===== config.mk =====
export PLATFORM = sky130hd
export DESIGN_NAME = atm_session_ctrl_flat
export DESIGN_NICKNAME = d
export VERILOG_FILES = /design/src/rtl/atm_session_if.sv /design/src/rtl/atm_session_ctrl.sv /design/src/flat_wrapper.sv
export SDC_FILE = /design/constraint.sdc
export NUM_CORES = 1
export LEC_CHECK = 0
export CELL_PAD_IN_SITES_DETAIL_PLACEMENT = 0
export CELL_PAD_IN_SITES_GLOBAL_PLACEMENT = 1
export CORE_MARGIN = 2
export CORE_UTILIZATION = 50
export CTS_CLUSTER_DIAMETER = 60
export DETAILED_ROUTE_END_ITERATION = 10
export GPL_TIMING_DRIVEN = 1
export MAX_ROUTING_LAYER = met4
export PLACE_DENSITY = 0.88
export SYNTH_ARGS = -nofsm -noshare
export SYNTH_HDL_FRONTEND = slang
export SYNTH_SLANG_ARGS = --single-unit

===== constraint.sdc =====
create_clock -name clk -period 11 [get_ports clk]
set_clock_uncertainty 0.05 [all_clocks]
set_input_delay 2.2 -clock clk [delete_from_list [all_inputs] [get_ports clk]]
set_output_delay 2.2 -clock clk [all_outputs]
set_load 0.005 [all_outputs]

===== src/rtl/atm_session_if.sv =====
// Front-panel / display bundle for the ATM session controller.
// master = panel + display side (testbench), slave = the controller.
interface atm_session_if #(
    parameter int NUM_CARDS       = 4,
    parameter int PASSWORD_SIZE   = 16,
    parameter int CREDIT_VAL_SIZE = 16,
    parameter int ATM_CAP_SIZE    = 20
);
    localparam int IW = $clog2(NUM_CARDS);

    logic                       atm_init;
    logic [ATM_CAP_SIZE-1:0]    atm_capacity;
    logic                       acct_wr;
    logic [IW-1:0]              acct_idx;
    logic [PASSWORD_SIZE-1:0]   acct_pin;
    logic [CREDIT_VAL_SIZE-1:0] acct_bal;
    logic                       insert;
    logic [IW:0]                input_card_pin;
    logic [PASSWORD_SIZE-1:0]   input_password;
    logic [1:0]                 op_choice;
    logic [CREDIT_VAL_SIZE-1:0] amount;
    logic [IW:0]                transfer_card_pin;
    logic                       enter;
    logic                       cancel;
    logic [CREDIT_VAL_SIZE-1:0] available_credit_out;
    logic                       done;
    logic                       abort;
    logic                       card_spell_out;
    logic                       card_retained;
    logic [2:0]                 current_state;

    modport master (
        output atm_init, atm_capacity, acct_wr, acct_idx, acct_pin, acct_bal,
               insert, input_card_pin, input_password, op_choice, amount,
               transfer_card_pin, enter, cancel,
        input  available_credit_out, done, abort, card_spell_out,
               card_retained, current_state
    );

    modport slave (
        input  atm_init, atm_capacity, acct_wr, acct_idx, acct_pin, acct_bal,
               insert, input_card_pin, input_password, op_choice, amount,
               transfer_card_pin, enter, cancel,
        output available_credit_out, done, abort, card_spell_out,
               card_retained, current_state
    );
endinterface


===== src/rtl/atm_session_ctrl.sv =====
// Multi-account ATM session controller: card insert, PIN check with retry
// limit and retention, menu, one-cycle transaction execution, eject,
// inactivity timeout and machine cash tracking.
// ATM_CAP_SIZE is assumed to be >= CREDIT_VAL_SIZE.
module atm_session_ctrl #(
    parameter int NUM_CARDS       = 4,
    parameter int PASSWORD_SIZE   = 16,
    parameter int CREDIT_VAL_SIZE = 16,
    parameter int ATM_CAP_SIZE    = 20,
    parameter int MAX_TRIES       = 3,
    parameter int TIMEOUT_CYCLES  = 1000
) (
    input  logic          clk,
    input  logic          rst,
    atm_session_if.slave  bus
);
    localparam int IW  = $clog2(NUM_CARDS);
    localparam int TW  = $clog2(MAX_TRIES + 1);
    localparam int CW  = $clog2(TIMEOUT_CYCLES + 1);
    localparam int PW  = PASSWORD_SIZE;
    localparam int VW  = CREDIT_VAL_SIZE;
    localparam int AW  = ATM_CAP_SIZE;
    localparam logic [IW:0] CARD_LIMIT = (IW + 1)'(NUM_CARDS);

    typedef enum logic [2:0] {
        S_IDLE  = 3'd0,
        S_PIN   = 3'd1,
        S_MENU  = 3'd2,
        S_EXEC  = 3'd3,
        S_EJECT = 3'd4
    } state_t;

    state_t          state_q, state_d;
    logic [IW-1:0]   card_q, card_d;
    logic [TW-1:0]   tries_q, tries_d;
    logic [CW-1:0]   idle_q, idle_d;
    logic [1:0]      op_q, op_d;
    logic [VW-1:0]   amt_q, amt_d;
    logic [IW:0]     dst_q, dst_d;
    logic [AW-1:0]   cash_q, cash_d;
    logic [PW-1:0]   pin_q [NUM_CARDS];
    logic [PW-1:0]   pin_d [NUM_CARDS];
    logic [VW-1:0]   bal_q [NUM_CARDS];
    logic [VW-1:0]   bal_d [NUM_CARDS];
    logic [VW-1:0]   avail_q, avail_d;
    logic            done_q, done_d;
    logic            abort_q, abort_d;
    logic            spell_q, spell_d;
    logic            retained_q, retained_d;

    // Operand views used by the EXEC checks; the extra top bit of each sum
    // is the overflow flag.
    logic [IW-1:0]   dst_idx;
    logic [VW-1:0]   src_bal;
    logic [VW-1:0]   dst_bal;
    logic [AW-1:0]   amt_cash;
    logic [VW:0]     dep_bal_sum;
    logic [AW:0]     dep_cash_sum;
    logic [VW:0]     xfer_sum;
    logic            dst_valid;
    logic            timeout;

    assign dst_idx      = dst_q[IW-1:0];
    assign src_bal      = bal_q[card_q];
    assign dst_bal      = bal_q[dst_idx];
    assign amt_cash     = AW'(amt_q);
    assign dep_bal_sum  = {1'b0, src_bal} + {1'b0, amt_q};
    assign dep_cash_sum = {1'b0, cash_q} + {1'b0, amt_cash};
    assign xfer_sum     = {1'b0, dst_bal} + {1'b0, amt_q};
    assign dst_valid    = (dst_q < CARD_LIMIT) && (dst_idx != card_q);
    assign timeout      = (idle_q == CW'(TIMEOUT_CYCLES - 1));

    // Next-state, datapath updates and registered pulse outputs.
    always_comb begin
        state_d    = state_q;
        card_d     = card_q;
        tries_d    = tries_q;
        idle_d     = idle_q;
        op_d       = op_q;
        amt_d      = amt_q;
        dst_d      = dst_q;
        cash_d     = cash_q;
        pin_d      = pin_q;
        bal_d      = bal_q;
        avail_d    = avail_q;
        done_d     = 1'b0;
        abort_d    = 1'b0;
        spell_d    = 1'b0;
        retained_d = 1'b0;

        case (state_q)
            S_IDLE: begin
                if (bus.acct_wr) begin
                    pin_d[bus.acct_idx] = bus.acct_pin;
                    bal_d[bus.acct_idx] = bus.acct_bal;
                end
                if (bus.insert) begin
                    if (bus.input_card_pin < CARD_LIMIT) begin
                        card_d  = bus.input_card_pin[IW-1:0];
                        tries_d = '0;
                        state_d = S_PIN;
                    end else begin
                        // Unknown card: reject and hand it straight back.
                        abort_d = 1'b1;
                        spell_d = 1'b1;
                    end
                end
            end
            S_PIN: begin
                if (bus.cancel) begin
                    abort_d = 1'b1;
                    state_d = S_EJECT;
                end else if (bus.enter) begin
                    if (bus.input_password == pin_q[card_q]) begin
                        state_d = S_MENU;
                    end else if (tries_q == TW'(MAX_TRIES - 1)) begin
                        // Last allowed attempt failed: keep the card.
                        retained_d = 1'b1;
                        tries_d    = '0;
                        state_d    = S_IDLE;
                    end else begin
                        tries_d = tries_q + TW'(1);
                        abort_d = 1'b1;
                    end
                end else if (timeout) begin
                    abort_d = 1'b1;
                    state_d = S_EJECT;
                end
            end
            S_MENU: begin
                if (bus.cancel) begin
                    abort_d = 1'b1;
                    state_d = S_EJECT;
                end else if (bus.enter) begin
                    op_d    = bus.op_choice;
                    amt_d   = bus.amount;
                    dst_d   = bus.transfer_card_pin;
                    state_d = S_EXEC;
                end else if (timeout) begin
                    abort_d = 1'b1;
                    state_d = S_EJECT;
                end
            end
            S_EXEC: begin
                state_d = S_MENU;
                case (op_q)
                    2'd0: begin
                        done_d  = 1'b1;
                        avail_d = src_bal;
                    end
                    2'd1: begin
                        if (dep_bal_sum[VW] || dep_cash_sum[AW]) begin
                            abort_d = 1'b1;
                        end else begin
                            bal_d[card_q] = dep_bal_sum[VW-1:0];
                            cash_d        = dep_cash_sum[AW-1:0];
                            avail_d       = dep_bal_sum[VW-1:0];
                            done_d        = 1'b1;
                        end
                    end
                    2'd2: begin
                        if ((amt_q > src_bal) || (amt_cash > cash_q) || (amt_q == '0)) begin
                            abort_d = 1'b1;
                        end else begin
                            bal_d[card_q] = src_bal - amt_q;
                            cash_d        = cash_q - amt_cash;
                            avail_d       = src_bal - amt_q;
                            done_d        = 1'b1;
                        end
                    end
                    2'd3: begin
                        if (!dst_valid || (amt_q > src_bal) || xfer_sum[VW]) begin
                            abort_d = 1'b1;
                        end else begin
                            bal_d[card_q]  = src_bal - amt_q;
                            bal_d[dst_idx] = xfer_sum[VW-1:0];
                            avail_d        = src_bal - amt_q;
                            done_d         = 1'b1;
                        end
                    end
                endcase
            end
            S_EJECT: begin
                spell_d = 1'b1;
                state_d = S_IDLE;
            end
            default: state_d = S_IDLE;
        endcase

        // Operator reload of the cash register overrides any EXEC update.
        if (bus.atm_init) begin
            cash_d = bus.atm_capacity;
        end

        // Inactivity counter: any operator action or state move restarts it.
        if (bus.enter || bus.cancel || (state_d != state_q)) begin
            idle_d = '0;
        end else if ((state_q == S_PIN) || (state_q == S_MENU)) begin
            idle_d = idle_q + CW'(1);
        end
    end

    // State and datapath registers; reset wipes accounts and cash too.
    always_ff @(posedge clk or posedge rst) begin
        if (rst) begin
            state_q    <= S_IDLE;
            card_q     <= '0;
            tries_q    <= '0;
            idle_q     <= '0;
            op_q       <= '0;
            amt_q      <= '0;
            dst_q      <= '0;
            cash_q     <= '0;
            avail_q    <= '0;
            done_q     <= 1'b0;
            abort_q    <= 1'b0;
            spell_q    <= 1'b0;
            retained_q <= 1'b0;
            for (int i = 0; i < NUM_CARDS; i++) begin
                pin_q[i] <= '0;
                bal_q[i] <= '0;
            end
        end else begin
            state_q    <= state_d;
            card_q     <= card_d;
            tries_q    <= tries_d;
            idle_q     <= idle_d;
            op_q       <= op_d;
            amt_q      <= amt_d;
            dst_q      <= dst_d;
            cash_q     <= cash_d;
            avail_q    <= avail_d;
            done_q     <= done_d;
            abort_q    <= abort_d;
            spell_q    <= spell_d;
            retained_q <= retained_d;
            pin_q      <= pin_d;
            bal_q      <= bal_d;
        end
    end

    assign bus.available_credit_out = avail_q;
    assign bus.done                 = done_q;
    assign bus.abort                = abort_q;
    assign bus.card_spell_out       = spell_q;
    assign bus.card_retained        = retained_q;
    assign bus.current_state        = state_q;
endmodule

===== src/flat_wrapper.sv =====
// flat-port wrapper written by rule: the top's interface ports become plain ports
module atm_session_ctrl_flat 
#(
    parameter int NUM_CARDS       = 4,
    parameter int PASSWORD_SIZE   = 16,
    parameter int CREDIT_VAL_SIZE = 16,
    parameter int ATM_CAP_SIZE    = 20,
    parameter int MAX_TRIES       = 3,
    parameter int TIMEOUT_CYCLES  = 1000
)
  (clk, rst, bus_atm_init, bus_atm_capacity, bus_acct_wr, bus_acct_idx, bus_acct_pin, bus_acct_bal, bus_insert, bus_input_card_pin, bus_input_password, bus_op_choice, bus_amount, bus_transfer_card_pin, bus_enter, bus_cancel, bus_available_credit_out, bus_done, bus_abort, bus_card_spell_out, bus_card_retained, bus_current_state);
  atm_session_if #(.NUM_CARDS(NUM_CARDS), .PASSWORD_SIZE(PASSWORD_SIZE), .CREDIT_VAL_SIZE(CREDIT_VAL_SIZE), .ATM_CAP_SIZE(ATM_CAP_SIZE)) bus_i ();
  input  logic clk;
  input  logic rst;
  input wire logic [$bits(bus_i.atm_init)-1:0] bus_atm_init;
  input wire logic [$bits(bus_i.atm_capacity)-1:0] bus_atm_capacity;
  input wire logic [$bits(bus_i.acct_wr)-1:0] bus_acct_wr;
  input wire logic [$bits(bus_i.acct_idx)-1:0] bus_acct_idx;
  input wire logic [$bits(bus_i.acct_pin)-1:0] bus_acct_pin;
  input wire logic [$bits(bus_i.acct_bal)-1:0] bus_acct_bal;
  input wire logic [$bits(bus_i.insert)-1:0] bus_insert;
  input wire logic [$bits(bus_i.input_card_pin)-1:0] bus_input_card_pin;
  input wire logic [$bits(bus_i.input_password)-1:0] bus_input_password;
  input wire logic [$bits(bus_i.op_choice)-1:0] bus_op_choice;
  input wire logic [$bits(bus_i.amount)-1:0] bus_amount;
  input wire logic [$bits(bus_i.transfer_card_pin)-1:0] bus_transfer_card_pin;
  input wire logic [$bits(bus_i.enter)-1:0] bus_enter;
  input wire logic [$bits(bus_i.cancel)-1:0] bus_cancel;
  output wire logic [$bits(bus_i.available_credit_out)-1:0] bus_available_credit_out;
  output wire logic [$bits(bus_i.done)-1:0] bus_done;
  output wire logic [$bits(bus_i.abort)-1:0] bus_abort;
  output wire logic [$bits(bus_i.card_spell_out)-1:0] bus_card_spell_out;
  output wire logic [$bits(bus_i.card_retained)-1:0] bus_card_retained;
  output wire logic [$bits(bus_i.current_state)-1:0] bus_current_state;
  assign bus_i.atm_init = bus_atm_init;
  assign bus_i.atm_capacity = bus_atm_capacity;
  assign bus_i.acct_wr = bus_acct_wr;
  assign bus_i.acct_idx = bus_acct_idx;
  assign bus_i.acct_pin = bus_acct_pin;
  assign bus_i.acct_bal = bus_acct_bal;
  assign bus_i.insert = bus_insert;
  assign bus_i.input_card_pin = bus_input_card_pin;
  assign bus_i.input_password = bus_input_password;
  assign bus_i.op_choice = bus_op_choice;
  assign bus_i.amount = bus_amount;
  assign bus_i.transfer_card_pin = bus_transfer_card_pin;
  assign bus_i.enter = bus_enter;
  assign bus_i.cancel = bus_cancel;
  assign bus_available_credit_out = bus_i.available_credit_out;
  assign bus_done = bus_i.done;
  assign bus_abort = bus_i.abort;
  assign bus_card_spell_out = bus_i.card_spell_out;
  assign bus_card_retained = bus_i.card_retained;
  assign bus_current_state = bus_i.current_state;
  atm_session_ctrl #(.NUM_CARDS(NUM_CARDS), .PASSWORD_SIZE(PASSWORD_SIZE), .CREDIT_VAL_SIZE(CREDIT_VAL_SIZE), .ATM_CAP_SIZE(ATM_CAP_SIZE), .MAX_TRIES(MAX_TRIES), .TIMEOUT_CYCLES(TIMEOUT_CYCLES)) u_core (.clk(clk), .rst(rst), .bus(bus_i));
endmodule

### Word-level counts from Yosys, hierarchy flattened

Index checks and enable logic that the tools add are counted.

| word-level totals | value |
|---|---|
| register bits after elaboration | 206 |
| input bits | 101 |
| output and inout port bits | 23 |
| logic and storage cells | 176 |

| cells by class | value |
|---|---|
| $add $sub $neg | 7 |
| $lt $le $gt $ge | 10 |
| eq/ne operators | 27 |
| mux-type cells | 79 |
| bitwise logic cells | 4 |
| reduce and logical (&&, ||, !) cells | 28 |

Operator list:

| operator | number |
|---|---|
| $bwmux W64 | 5 |
| $mux W64 | 4 |
| $mux W16 | 12 |
| $pmux W64 S3 | 1 |
| $pmux W64 S2 | 1 |
| $bmux W16 S2 | 3 |
| $demux W16 S2 | 3 |
| $mux W20 | 4 |
| $pmux W16 S4 | 1 |
| $pmux W20 S2 | 1 |
| $add A16 B16 Y17 | 2 |
| $mux W3 | 9 |
| $add A20 B16 Y21 | 1 |
| $mux W1 | 21 |
| $gt A16 B20 Y1 | 1 |
| $mux W10 | 2 |
| $sub A20 B16 Y20 | 1 |
| $eq A16 B16 Y1 | 1 |
| $gt A16 B16 Y1 | 1 |
| $logic_not A16 Y1 | 1 |
| $ne A2 B2 Y1 const B | 8 |
| $sub A16 B16 Y16 | 1 |
| $ne A3 B3 Y1 const B | 5 |
| $mux W2 | 6 |
| other kinds (33) | 60 |

### Longest topological paths before layout

| depth | value |
|---|---|
| word-level depth | 12 |
| depth in mapped cells | 20 |
| depth with buffers taken out | 14 |

### Worst setup path after synthesis

No wires, ideal clock.

| timing path | value |
|---|---|
| kind | register to register |
| start | reg u_core.card_q[0] |
| end | reg u_core.bal_q[48] (netlist name) |
| setup time | 0.125 ns |
| arrival time | 5.116 ns |
| data required time | 10.825 ns |
| slack | 5.709 ns |
| cell stages (with the launch flop) | 18 |
| period minus slack after synthesis | 5.291 ns |
| cells stage by stage | dfrtp_1 > buf_2 > buf_2 > clkbuf_1 > buf_2 > buf_2 > mux4_2 > fa_1 > nor2b_1 > o311a_1 > o2111a_1 > o21ai_2 > a21oi_2 > o31ai_4 > nand3_4 > o31ai_4 > buf_12 > mux2_4 |

| between the ends | value |
|---|---|
| cells in the longest elaborated chain, start to end | 10 |
| elaborated cells on any way between the ends | 32 |
| those cells by class | 2 x add/sub; 3 x order compare; 4 x eq/ne; 13 x mux; 1 x bitwise; 9 x reduce/logical |

RTL lines:

| item | line | source |
|---|---|---|
| from (decl) | atm_session_ctrl.sv:34 | `logic [IW-1:0] card_q, card_d;` |
| from (signal assigned) | atm_session_ctrl.sv:225 | `card_q <= card_d;` |
| $not A2 Y3 (implied by the code) | - |  |
| $bmux W16 S2, or another cell as far along | atm_session_ctrl.sv:64 | `assign src_bal = bal_q[card_q];` |
| $mux W16 (implied by the code) or $logic_and A1 B1 Y1 (tied branches) | - |  |
| $mux W16, on equally long branches | - |  |
| $sub A16 B16 Y16 or $demux W16 S2 (tied branches) | atm_session_ctrl.sv:165, atm_session_ctrl.sv:175, atm_session_ctrl.sv:155 |  |
| $bwmux W64 | atm_session_ctrl.sv:165, atm_session_ctrl.sv:175 |  |
| $bwmux W64 | atm_session_ctrl.sv:176 | `bal_d[dst_idx] = xfer_sum[VW-1:0];` |
| $mux W64 | atm_session_ctrl.sv:172 | `if (!dst_valid \|\| (amt_q > src_bal) \|\| xfer_sum[VW]) begin` |
| $pmux W64 S3 | atm_session_ctrl.sv:146 | `case (op_q)` |
| $pmux W64 S2 | atm_session_ctrl.sv:91 | `case (state_q)` |
| to (signal assigned) | atm_session_ctrl.sv:238 | `bal_q <= bal_d;` |
| to (decl) | atm_session_ctrl.sv:43 | `logic [VW-1:0] bal_q [NUM_CARDS];` |

Parallel ways exist; a longest one is shown, timed or not. The select of a mux whose other input is x is not followed.
A chain may end at the register's enable or synchronous reset.

### Worst setup path after layout

| timing path | value |
|---|---|
| start | reg u_core.dst_q[0] |
| end | reg u_core.bal_q[61] (netlist name) |

| between the ends | value |
|---|---|
| cells in the longest elaborated chain, start to end | 9 |
| elaborated cells on any way between the ends | 22 |
| those cells by class | 1 x add/sub; 3 x order compare; 2 x eq/ne; 9 x mux; 1 x bitwise; 6 x reduce/logical |

RTL lines:

| item | line | source |
|---|---|---|
| from (decl) | atm_session_ctrl.sv:39 | `logic [IW:0] dst_q, dst_d;` |
| from (signal assigned) | atm_session_ctrl.sv:230 | `dst_q <= dst_d;` |
| $not A2 Y3 (implied by the code) | atm_session_ctrl.sv:65, atm_session_ctrl.sv:176 |  |
| $bmux W16 S2, or another cell as far along | atm_session_ctrl.sv:65 | `assign dst_bal = bal_q[dst_idx];` |
| $mux W16 (implied by the code) or $logic_and A1 B1 Y1 (tied branches) | atm_session_ctrl.sv:65, atm_session_ctrl.sv:176 |  |
| $mux W16, on equally long branches | atm_session_ctrl.sv:65, atm_session_ctrl.sv:176 |  |
| $add A16 B16 Y17 or $demux W16 S2 (tied branches) | atm_session_ctrl.sv:69, atm_session_ctrl.sv:176 |  |
| $bwmux W64 | atm_session_ctrl.sv:176 |  |
| $mux W64 | atm_session_ctrl.sv:172 |  |
| $pmux W64 S3 | atm_session_ctrl.sv:146 |  |
| $pmux W64 S2 | atm_session_ctrl.sv:91 |  |

Parallel ways exist; a longest one is shown, timed or not. The select of a mux whose other input is x is not followed.

==> flow_metrics.tcl <==
set metrics [dict create \
    cts.clk_slew.worst_paths_ns 0.07 \
    finalMaxSlewViolations 0 \
    wirelength_um 57500 \
    hp-class "reg -> reg" \
    yosys_warnings 0 \
    crit_slowest_cell "o31ai_4" \
    outcome "complete, no violations" \
    synth_top_area_share_pct 30.8 \
    postCtsHoldBufs 0 \
    worstPathRequired_ns 11.40 \
    cap_violations 0 \
    io_buffer_count 123 \
    routed_via_density 6.65 \
    grt_overflow 0 \
    power.density_mw_per_mm2 247 \
    p_leak_nw 8.11 \
    synth.net_count 1973 \
    setup_tns_ns 0 \
    critPathLaunchType "flip-flop" \
    cts_buffers 28 \
    avgSynthCellArea_sq_um 9.38 \
    hold_viol 0 \
    hpwl_um 41000 \
    synth.most_common_cell "dfrtp_1" \
    final_nets 2047 \
    grt_max_degree 147 \
    drt-initial-drc-count 2133 \
    fmax_mhz 173 \
    critical_path_class "reg -> reg" \
    cts_tree "yes" \
    routedWlPerCell_um 24.8 \
    synth_commonest_cells "dfrtp_1, nand2_1, mux2_2" \
    first_pass_iters 8 \
    final_antenna_net_count 0 \
    relSlewSlack_pct 19.1 \
    min-delay-start "u_core.pin_q[14]" \
    die_x_um 187 \
    drive_gt1_share_pct 16.1 \
    worstMarginPinSlew_ns 1.21 \
    clock_sinks 206 \
    synth-async-reset-ratio_pct 100 \
    gp_congestion 1.04 \
    yosys-top-cells-area "dfrtp_1, mux2_2, mux4_2, ha_1, nand2_1" \
    hold-path-endpoint "u_core.pin_q[14]" \
    yosysUniqueCellTypes 89 \
    core.rowCount 66 \
    path_cells "buf_4 -> mux4_2 -> ha_1 -> inv_1 -> fa_1 -> nor2b_1 -> o31ai_1 -> a211oi_1 -> nor3_2 -> o21ai_0 -> a211oi_1 -> mux2i_2 -> o31ai_4 -> mux2_2" \
    ctsResizeCount 0 \
    period_needed_ns 5.79 \
    clk_latency_ns 0.61 \
    worstPathArrival_ns 6.20 \
    die_y_um 187 \
    cpPeakStageDelay_ns 1.03 \
    setup_viol 0 \
    netlist_area_sq_mm 0.0167 \
    synth_largest_area_cell "dfrtp_1" \
    antenna_cells 0 \
    syn_inst 1782 \
    cp_top_family "compound AO/OA/AOI/OAI gates" \
    start_util_pct 51.1 \
    dpl_cell_area_sq_mm 0.0183 \
    cts_buffer_depth 3 \
    route.detailed.drc 0 \
    irDropWorstVdd_uv 153 \
    num_vias 15400 \
    worstHoldPathCells 1 \
    min_period_over_period_pct 52.7 \
    r2r-end "u_core.bal_q[61]" \
    die-area_sq_mm 0.0349 \
    ys_ff_latch 206 \
    grt_pass1_vias 15300 \
    yosysSeqAreaShare_pct 30.8 \
    cp-end-kind "flip-flop" \
    critPathMostFrequentCell "a211oi_1" \
    grt_pass1_wl_um 88800 \
    worstRegToRegCells 14 \
    post-cts-setup-buffer-count 0 \
    track_usage_pct 33.5 \
    ctsRootBufferMaster "clkbuf_16" \
    rsz0062_at_grt "false" \
    path_buf_inv 2 \
    final_area_sq_mm 0.0192 \
    ios 124 \
    coreArea_sq_mm 0.0327 \
    synth_edf_count 0 \
    syn2layout_area_growth_pct 14.8 \
    rr_startpoint "u_core.dst_q[0]" \
    r2r_setup_slack_ns 5.21 \
    antenna_found_initial 0 \
    htree_levels 1 \
    crit_fanout 16 \
    synthFlopType "dfrtp_1" \
]
## per-stage QoR
stage	total power [mW]	worst slack [ns]	instances	utilization, %	hold slack [ns]
finish	4.74	5.21	2319	58.7	0.449
global route	4.97	4.96	2319	58.7	0.470
CTS	4.62	5.24	2319	58.7	0.455
detailed placement	3.69	5.31	2268	55.8	0.436
global placement	3.66	5.53	2268	55.8	0.425
floorplan	2.85	3.13	1782	-	0.416
## registers in the layout, indices dropped and copies added (netlist names), 2 cells and up
signal                           flops
u_core.idle_q                       10
u_core.amt_q                        16
u_core.bal_q                        64
u_core.tries_q                       2
u_core.cash_q                       20
u_core.card_q                        2
u_core.dst_q                         3
u_core.op_q                          2
u_core.bus.available_credit_out     16
u_core.bus.current_state             3
u_core.pin_q                        64
## area by class of cell
type / instances / area (sq um)
timing repair buffer: 155 / 1470
multi-input combinational: 1404 / 10800
clock inverter: 21 / 225
sequential: 206 / 5160
inverter: 61 / 236
tap: 442 / 553
fill: 2869 / 13500
clock buffer: 30 / 708
## how the worst max path moves through the flow
stage                         start                to  slack, ns  cells after the start
global route        u_core.dst_q[0]  u_core.bal_q[58]       4.96                     14
detailed placement  u_core.dst_q[0]  u_core.bal_q[60]       5.31                     14
floorplan                       rst   u_core.amt_q[0]       3.13                      1
global placement    u_core.dst_q[0]  u_core.bal_q[58]       5.53                     14
finish              u_core.dst_q[0]  u_core.bal_q[61]       5.21                     14
CTS                 u_core.dst_q[0]  u_core.bal_q[61]       5.24                     14
## cell usage in the layout (no fill, tap or decap), types with 11 or more instances in the layout
cell type	n
a21o_1	16
a221oi_1	20
inv_1	59
a21oi_1	117
nand4_1	14
nand3_1	80
dfrtp_1	204
a211oi_1	18
mux4_2	48
ha_1	85
clkbuf_16	28
a22oi_1	13
o31ai_1	13
o22ai_1	21
nand2b_1	22
o221ai_1	12
o21ai_0	118
mux2_2	124
nor2_1	103
nand2_1	165
clkdlybuf4s50_1	123
a222oi_1	17
mux2i_1	22
mux2_4	16
nor3_1	33
nor4_1	14
nor2b_1	24
xor2_1	21
buf_4	32
and3_1	13
xnor2_1	57
or3_1	11
mux2_1	30
## report_power, final
part	leakage, nW	switching, mW	internal (mW)
registers	2.63	0.207	0.900
clock network	0.453	0.393	0.524
logic	5.03	1.73	0.985
total	8.11	2.33	2.41
## cells by family after synthesis
| group | Yosys count | share of synthesized area [%] |
|---|---|---|
| and+or+nand+nor | 527 | 15.2 |
| AOI/OAI and AO/OA | 468 | 18.8 |
| muxes | 241 | 19.7 |
| DFF | 206 | 30.8 |
| buffers and inverters | 172 | 4.39 |
| adders and majority gates | 90 | 6.96 |
| xor gates and xnor gates | 78 | 4.09 |
## layer usage
metal	vias up	share of wire (%)	routed length (um)	GRT usage, %
li1	6802	-	-	-
met1	7510	39	22600	42.5
met2	933	45	25800	50.8
met3	179	12	6680	9.91
met4	0	4.1	2380	12.6
met5	-	0	0	-
(Power assumes the default switching activity.)
